===== src/rtl/if_pkg.sv =====
// Shared types and constants for the instruction fetch stage.
// Contents: fetch FSM state enum, reset PC default, instruction/PC widths,
// the IF/ID payload struct and a word-alignment helper.
package if_pkg;

  typedef enum logic {
    FETCH = 1'b0,
    HOLD  = 1'b1
  } fetch_state_t;

  localparam logic [31:0] RESET_PC_DEFAULT = 32'h0000_3000;
  localparam int INSTR_W = 32;
  localparam int PC_W    = 32;

  typedef struct packed {
    logic               valid;
    logic [INSTR_W-1:0] instr;
    logic [PC_W-1:0]    pc;
    logic [PC_W-1:0]    pc4;
  } ifid_t;

  function automatic logic [PC_W-1:0] word_align(input logic [PC_W-1:0] a);
    return {a[PC_W-1:2], 2'b00};
  endfunction

endpackage


===== src/rtl/ifid_reg.sv =====
// IF/ID pipeline register.
// Ports:
//   clk, rst_n  - clock, async active-low reset (payload cleared to 0)
//   i_flush     - clear valid (squash); wins over everything else
//   i_hold      - keep the whole payload unchanged
//   i_load      - capture i_d; when neither held nor loaded, valid drops (bubble)
//   i_d / o_q   - payload in / out
module ifid_reg
  import if_pkg::*;
(
  input  logic  clk,
  input  logic  rst_n,
  input  logic  i_flush,
  input  logic  i_hold,
  input  logic  i_load,
  input  ifid_t i_d,
  output ifid_t o_q
);

  ifid_t r_q;

  always_ff @(posedge clk or negedge rst_n) begin
    if (!rst_n) begin
      r_q <= '0;
    end else if (i_flush) begin
      r_q.valid <= 1'b0;
    end else if (!i_hold) begin
      if (i_load) r_q <= i_d;
      else        r_q.valid <= 1'b0;
    end
  end

  assign o_q = r_q;

endmodule


===== src/rtl/if_fetch_unit.sv =====
// Instruction fetch stage: PC, instruction-memory request handshake,
// pending-redirect tracking, one-entry skid buffer and the IF/ID register.
// Ports:
//   clk, rst_n                 - clock, async active-low reset
//   i_stall_id                 - ID cannot take a new instruction
//   i_redirect_valid/_pc       - taken branch/jump target from ID
//   o_imem_req/o_imem_addr     - fetch request and address
//   i_imem_ready/i_imem_rdata  - fetch response
//   o_ifid_*                   - IF/ID register contents
//
// state | meaning
// FETCH | request outstanding at r_pc; response goes to IF/ID or the buffer
// HOLD  | buffer full while ID stalls; no request issued
module if_fetch_unit
  import if_pkg::*;
#(
  parameter int                ADDR_W   = 32,
  parameter logic [ADDR_W-1:0] RESET_PC = RESET_PC_DEFAULT
) (
  input  logic               clk,
  input  logic               rst_n,
  input  logic               i_stall_id,
  input  logic               i_redirect_valid,
  input  logic [ADDR_W-1:0]  i_redirect_pc,
  output logic               o_imem_req,
  output logic [ADDR_W-1:0]  o_imem_addr,
  input  logic               i_imem_ready,
  input  logic [INSTR_W-1:0] i_imem_rdata,
  output logic               o_ifid_valid,
  output logic [INSTR_W-1:0] o_ifid_instr,
  output logic [15:0]        o_ifid_imm16,
  output logic [ADDR_W-1:0]  o_ifid_pc,
  output logic [ADDR_W-1:0]  o_ifid_pc4
);

  fetch_state_t r_state;
  fetch_state_t w_state_nxt;

  logic [ADDR_W-1:0]  r_pc;
  logic               r_pend_valid;
  logic [ADDR_W-1:0]  r_pend_pc;
  logic               r_buf_valid;
  logic [INSTR_W-1:0] r_buf_instr;
  logic [ADDR_W-1:0]  r_buf_pc;

  ifid_t w_ifid_q;
  ifid_t w_ifid_d;
  logic  w_ifid_load;
  logic  w_req;
  logic  w_xfer;
  logic  w_accept;
  logic  [ADDR_W-1:0] w_redir_pc;

  // Request is gated by rst_n so it drops the moment reset asserts.
  assign w_req      = rst_n && (r_state == FETCH);
  assign w_xfer     = w_req && i_imem_ready;
  assign w_accept   = !w_ifid_q.valid || !i_stall_id;
  assign w_redir_pc = word_align(i_redirect_pc);

  // State register
  always_ff @(posedge clk or negedge rst_n) begin
    if (!rst_n) r_state <= FETCH;
    else        r_state <= w_state_nxt;
  end

  // Next-state logic
  always_comb begin
    w_state_nxt = r_state;
    case (r_state)
      FETCH: begin
        if (w_xfer && !i_redirect_valid && !r_pend_valid && !w_accept)
          w_state_nxt = HOLD;
      end
      HOLD: begin
        if (i_redirect_valid || w_accept)
          w_state_nxt = FETCH;
      end
      default: w_state_nxt = FETCH;
    endcase
  end

  // Output logic: request and what (if anything) IF/ID captures this cycle
  always_comb begin
    o_imem_req  = w_req;
    w_ifid_load = 1'b0;
    w_ifid_d    = '{valid: 1'b1, instr: i_imem_rdata, pc: r_pc, pc4: r_pc + 32'd4};
    case (r_state)
      FETCH: begin
        // Data returning for a squashed address (redirect now or pending) is dropped.
        w_ifid_load = w_xfer && !i_redirect_valid && !r_pend_valid && w_accept;
      end
      HOLD: begin
        w_ifid_load = r_buf_valid && w_accept && !i_redirect_valid;
        w_ifid_d    = '{valid: 1'b1, instr: r_buf_instr, pc: r_buf_pc,
                        pc4: r_buf_pc + 32'd4};
      end
      default: w_ifid_load = 1'b0;
    endcase
  end

  // PC, pending redirect and skid buffer
  always_ff @(posedge clk or negedge rst_n) begin
    if (!rst_n) begin
      r_pc         <= RESET_PC;
      r_pend_valid <= 1'b0;
      r_pend_pc    <= '0;
      r_buf_valid  <= 1'b0;
      r_buf_instr  <= '0;
      r_buf_pc     <= '0;
    end else begin
      case (r_state)
        FETCH: begin
          if (w_xfer) begin
            if (i_redirect_valid) begin
              r_pc         <= w_redir_pc;
              r_pend_valid <= 1'b0;
            end else if (r_pend_valid) begin
              r_pc         <= r_pend_pc;
              r_pend_valid <= 1'b0;
            end else begin
              r_pc <= r_pc + 32'd4;
              if (!w_accept) begin
                r_buf_valid <= 1'b1;
                r_buf_instr <= i_imem_rdata;
                r_buf_pc    <= r_pc;
              end
            end
          end else if (i_redirect_valid) begin
            // Address must stay put until the in-flight response returns.
            r_pend_valid <= 1'b1;
            r_pend_pc    <= w_redir_pc;
          end
        end
        HOLD: begin
          if (i_redirect_valid) begin
            r_pc        <= w_redir_pc;
            r_buf_valid <= 1'b0;
          end else if (w_accept) begin
            r_buf_valid <= 1'b0;
          end
        end
        default: r_buf_valid <= 1'b0;
      endcase
    end
  end

  ifid_reg u_ifid_reg (
    .clk     (clk),
    .rst_n   (rst_n),
    .i_flush (i_redirect_valid),
    .i_hold  (!w_accept),
    .i_load  (w_ifid_load),
    .i_d     (w_ifid_d),
    .o_q     (w_ifid_q)
  );

  assign o_imem_addr  = r_pc;
  assign o_ifid_valid = w_ifid_q.valid;
  assign o_ifid_instr = w_ifid_q.instr;
  assign o_ifid_imm16 = w_ifid_q.instr[15:0];
  assign o_ifid_pc    = w_ifid_q.pc;
  assign o_ifid_pc4   = w_ifid_q.pc4;

endmodule


===== config.mk =====
export PLATFORM = sky130hd
export DESIGN_NAME = if_fetch_unit
export DESIGN_NICKNAME = d
export VERILOG_FILES = /design/src/rtl/if_pkg.sv /design/src/rtl/ifid_reg.sv /design/src/rtl/if_fetch_unit.sv
export SDC_FILE = /design/constraint.sdc
export NUM_CORES = 1
export LEC_CHECK = 0
export BUFFER_PORTS_ARGS = -buffer_cell sky130_fd_sc_hd__buf_2
export CORE_ASPECT_RATIO = 0.8
export CORE_MARGIN = 1
export CORE_UTILIZATION = 30
export DETAILED_ROUTE_END_ITERATION = 8
export GPL_TIMING_DRIVEN = 0
export PLACE_DENSITY = 0.45
export SYNTH_ARGS = -nofsm -noshare
export SYNTH_HDL_FRONTEND = slang
export SYNTH_HIERARCHICAL = 1
export SYNTH_SLANG_ARGS = --single-unit
export TNS_END_PERCENT = 5

===== constraint.sdc =====
create_clock -name clk -period 5.09 [get_ports clk]
set_input_delay 0.509 -clock clk [delete_from_list [all_inputs] [get_ports clk]]
set_output_delay 0.509 -clock clk [all_outputs]
set_load 0.01 [all_outputs]

Yosys cells after proc, flatten, opt, wreduce, memory -nomap -nowiden

Cells that the tools add are included.

$add $sub $neg: 2
Multipliers: 0
Div/mod/pow operators: 0
$lt $le $gt $ge: 0
Equal/unequal tests: 6
Shift-type cells: 0
Muxes and demuxes: 23
Bitwise logic cells: 5
Reduce and logical (&&, ||, !) cells: 23

Operators with widths:

| kind                                                             | count |
|---|---|
| 96-bit 2-to-1 mux                                                | 2 |
| 32-bit 2-to-1 mux                                                | 4 |
| 97-bit 2-to-1 mux                                                | 1 |
| 32-bit by 3-bit adder with 32-bit output (second input constant) | 2 |
| 32-bit one-hot mux with 2 select lines                           | 1 |
| 1-bit 2-to-1 mux                                                 | 12 |
| 2-bit != test (second input constant)                            | 5 |
| 5-bit AND reduction                                              | 2 |
| 1-bit logical AND                                                | 8 |
| 1-bit one-hot mux with 2 select lines                            | 3 |
| 3-bit AND reduction                                              | 2 |
| 1-bit logical NOT                                                | 5 |
| 1-bit NOT                                                        | 5 |
| 2-bit AND reduction                                              | 2 |
| 2-bit nonzero test                                               | 2 |
| 3-bit by 2-bit != test with 1-bit output (second input constant) | 1 |
| 1-bit logical OR                                                 | 2 |

Flip-flop bits (word level): 226
Latch bits: 0
RAM bits: 0
Memory bits (read-only): 0
Input bits: 69
Output and inout port bits: 146
Word-level logic and storage cells: 70
Memories: 0

Longest topological paths before layout

Depth after elaboration: 10
Depth in mapped cells: 9
Mapped depth without buffers: 7

By module

Netlist, hierarchy kept.

Modules (own cells, without submodules):

| module        | times used | cells each | area an instance (um^2) | seq. area each (um^2) |
|---|---|---|---|---|
| if_fetch_unit | 1          | 757        | 7629.8                  | 3130.5 |
| ifid_reg      | 1          | 207        | 3614.7                  | 2427.3 |

Worst setup path after synthesis

OpenSTA, ideal clock, no wires.

Kind: reg2reg
From: register r_pc[5], in the netlist o_imem_addr[5]
To: register u_ifid_reg.r_q (netlist bit u_ifid_reg/o_q[29])
Setup time: 125 ps
Arrival: 2420 ps
Required time: 4965 ps
Slack: 2546 ps
Cell stages (with the launch flop): 9
Path buffers: 2
Period minus slack after synthesis: 2544 ps
Path through: dfrtp_1 -> buf_2 -> nand4_4 -> or4_1 -> buf_2 -> or4_1 -> xnor2_1 -> mux2i_1 -> mux2_2

RTL lines:

| item                   | line                 | RTL |
|---|---|---|
| from (decl)            | if_fetch_unit.sv:39  | `logic [ADDR_W-1:0] r_pc;` |
| from (signal assigned) | if_fetch_unit.sv:115 | `r_pc <= w_redir_pc;` |
| from (signal assigned) | if_fetch_unit.sv:118 | `r_pc <= r_pend_pc;` |
| from (signal assigned) | if_fetch_unit.sv:121 | `r_pc <= r_pc + 32'd4;` |
| to (signal assigned)   | ifid_reg.sv:28       | `if (i_load) r_q <= i_d;` |
| to (decl)              | ifid_reg.sv:20       | `ifid_t r_q;` |

Final worst setup path

From: input port rst_n
To: register r_buf_instr[23]

Longest elaborated chain between the ends: 3

Ends and longest elaborated chain:

| item                                 | line                 | RTL |
|---|---|---|
| from (decl)                          | if_fetch_unit.sv:21  | `input logic rst_n,` |
| 1-bit logical AND                    | if_fetch_unit.sv:55  | `assign w_req = rst_n && (r_state == FETCH);` |
| 1-bit logical AND                    | if_fetch_unit.sv:56  | `assign w_xfer = w_req && i_imem_ready;` |
| 5-bit AND reduction (no source line) | --                   |  |
| to (signal assigned)                 | if_fetch_unit.sv:124 | `r_buf_instr <= i_imem_rdata;` |
| to (decl)                            | if_fetch_unit.sv:43  | `logic [INSTR_W-1:0] r_buf_instr;` |

No other way between the ends.
A chain may end at the register's enable or synchronous reset.

==> results.cfg <==
[run_status]
status = finished, final reports clean

[job]
maxCapViolations = 0

[detailed_routing]
vias = 8385
postRouteAntennaNets = 0
wire_per_inst_um = 20.6
vias_per_cell = 4.89
drt-total-wl_um = 35300
drt_iter0_drc = 451
drc = 0
drt_pass1_iterations = 5

[timing]
max_freq_mhz = 267
finalCriticalPeriod_ns = 3.74
tightest_slew_ns = 0.980
fin_ws_ns = 1.35
finalHoldViolations = 0
fin_tns_setup_ns = 0
relSlewSlack_pct = 34.7
finClkSkew_ns = 0.0233
report.final.slew_viol_count = 0
fin_crit_sh_pct = 73.5
setup_viol = 0
rsz0062_at_grt = false

[global_route]
antenna_found_initial = 0
grt_pass1_vias = 8563
grt_max_degree = 89
track_usage_pct = 18.7
gr-total-overflow = 0
grt_pass1_wl_um = 54100

[clock_tree]
cts_inserted_buffers = 27
cts_tree = done
cts_buffer_depth = 3
ctsResizeCount = 0
clkLatencyLatePin_ns = 0.55
htreeDepth = 1
clk_pin_slew_ns = 0.06
clockRootBuffer = clkbuf_16
clock_sinks = 222

[floorplanning]
initial_core_util_pct = 30.4
die_area_um2 = 38300
ios = 215
chipHeight_um = 175
fp.dieW_um = 218
fp-row-count = 63
core-area_um2 = 37000

[critical_path]
required_ns = 5.53
crit_chain = dlygate4sd3_1 -> buf_8 -> buf_16 -> and3b_1 -> nand2_1 -> nor2_1 -> buf_2 -> mux2_2
path_max_fanout = 83
startpoint = rst_n
cp_slowest_cell = nor2_1
cp_top_family = buffers and inverters
worstSetupPathType = primary input to flip-flop
path_buf_inv = 4
cp.arrival_ns = 4.18
crit_path_start_kind = primary input
r2r-start = r_state
worstSetupEndpointType = flip-flop
max_stage_delay_ns = 0.82

[yosys]
syn_area_per_cell_um2 = 11.7
netlist_area_um2 = 11200
syn_inst = 964
ys.flop_type = dfrtp_1
ys_seq_elements = 222
ys_seq_area_share_pct = 49.4
synth-warning-count = 6
yosysUniqueCellTypes = 54
synth_edf_count = 0
async_flop_share_pct = 100

[layout]
syn2layout_area_growth_pct = 23.4
finish.net_count = 1282
num_antenna_cells = 0
drive_gt1_share_pct = 40.2
fin_util_pct = 37.5
nFillCells = 3710

[worst_hold_path]
hp-start = i_imem_rdata[14]
min_path_type = primary input to flip-flop

[power_and_ir_drop]
total_power_mw = 5.51
power_density_nw_per_um2 = 397
p_leak_nw = 6.28
ir_drop_v = 0.000223

[placed_design]
dp_slack_ns = 1.24
gp_congestion = 0.840
hpwl_um = 25900
io_buffers = 210
registers in the layout, indices dropped and copies added (netlist names):
| name | flops |
|---|---|
| u_ifid_reg/o_q | 97 |
| r_buf_instr | 32 |
| o_imem_addr | 30 |
| r_buf_pc | 30 |
| r_pend_pc | 30 |
| r_buf_valid | 1 |
| r_pend_valid | 1 |
| r_state | 1 |
metrics by stage:
step	hold slack (ns)	instances	area, um2
global route	0.174	1715	13900
detailed placement	0.469	1668	13000
finish	0.184	1715	13900
floorplan	0.213	969	11300
CTS	0.152	1715	13900
global placement	0.461	1666	12900
power by group:
group / switching (mW) / leakage, nW / total, mW / internal, mW
sequential: 0.242 / 2.82 / 2.33 / 2.09
combinational: 0.663 / 3.03 / 1.26 / 0.601
clock: 0.774 / 0.422 / 1.92 / 1.15
total: 1.68 / 6.28 / 5.51 / 3.83
layer usage:
metal / track usage, % / vias to the layer above / routed length [um]
met5: 0 / - / 0
met4: 3.76 / 0 / 661
met1: 27.3 / 4231 / 17300
met3: 3.52 / 40 / 1590
li1: - / 3946 / -
met2: 28.6 / 168 / 15700
Yosys cell counts (3+ instances only):
master | n | share of area (%)
a21oi_1 | 47 | 2.1
a31oi_1 | 4 | 0.22
and3_1 | 17 | 0.95
and4_1 | 4 | 0.31
buf_1 | 11 | 0.37
buf_2 | 13 | 0.58
buf_4 | 19 | 1.3
buf_6 | 4 | 0.40
clkbuf_1 | 33 | 1.1
dfrtp_1 | 220 | 49
inv_1 | 17 | 0.57
mux2_1 | 44 | 4.4
mux2_2 | 197 | 20
mux2i_1 | 24 | 2.1
nand2_1 | 49 | 1.6
nand2b_1 | 4 | 0.22
nand3_1 | 29 | 1.3
nand4_1 | 9 | 0.50
nor2_1 | 43 | 1.4
nor3_1 | 15 | 0.67
nor4_1 | 12 | 0.67
o211ai_1 | 8 | 0.53
o21ai_0 | 32 | 1.4
o22ai_1 | 5 | 0.28
o2bb2ai_1 | 5 | 0.39
o31a_1 | 4 | 0.31
or3_1 | 3 | 0.17
or4_1 | 4 | 0.27
xnor2_1 | 43 | 3.3
xor2_1 | 11 | 0.86
area by class of cell:
class	instances	area, um2	share of cell area (%)
repair buffers	213	1130	8.12
inverters	17	63.8	0.460
well taps	487	609	4.39
clock buffers	39	771	5.56
flip-flops and latches	222	5560	40.1
multi-input cells	650	5230	37.7
clock inverters	7	95.1	0.686
plain buffers	80	418	3.01
path summary, 6_finish.rpt:
path,cells after the start,slack (ns),endpoint
min in group asynchronous,2,0.49,u_ifid_reg/o_q[51]
setup / recovery,8,1.35,r_buf_instr[23]
hold reg to reg,1,0.48,u_ifid_reg/o_q[51]
hold / removal,2,0.18,r_buf_instr[14]
max in group asynchronous,4,3.36,r_buf_instr[20]
setup reg to reg,9,1.37,u_ifid_reg/o_q[55]
kinds of logic (layout without fill, tap and decap cells):
kind of cell,count (synthesis),count (layout),share of synthesized area (%)
compound gates,120,120,6.33
fa+ha+maj,2,2,0.223
simple gates,202,202,9.19
other cells,2,7,0.0668
mux,265,265,26.3
flops,222,222,49.4
xor+xnor,54,54,4.21
buf+inv,97,356,4.28
cells in the final DEF, fill, tap and decap left out, types with 3 or more instances in the layout:
cell       instances
clkbuf_16         27
clkbuf_8           5
a21oi_1           47
nand3_1           29
and3_1            17
mux2i_1           24
o31a_1             4
dfrtp_1          220
clkbuf_1          40
or3_1              3
and4_1             4
o22ai_1            5
nand2b_1           4
buf_1             11
a31oi_1            4
inv_1             17
mux2_2           197
mux2_1            44
nand4_1            9
xor2_1            11
buf_4             19
conb_1             7
xnor2_1           43
o21ai_0           32
nor2_1            43
buf_6              4
or4_1              4
nor3_1            15
nand2_1           49
o211ai_1           8
nor4_1            11
buf_2            222
o2bb2ai_1          5
timing repair:
| item | 4_1_cts | 5_1_grt |
|---|---|---|
| endpoints found under the hold margin | 55 | 0 |
| buffers inserted | 0 | 0 |
| hold buffers | 1 | 0 |
| endpoints found under the setup margin | 0 | 0 |
(Power assumes the default switching activity.)
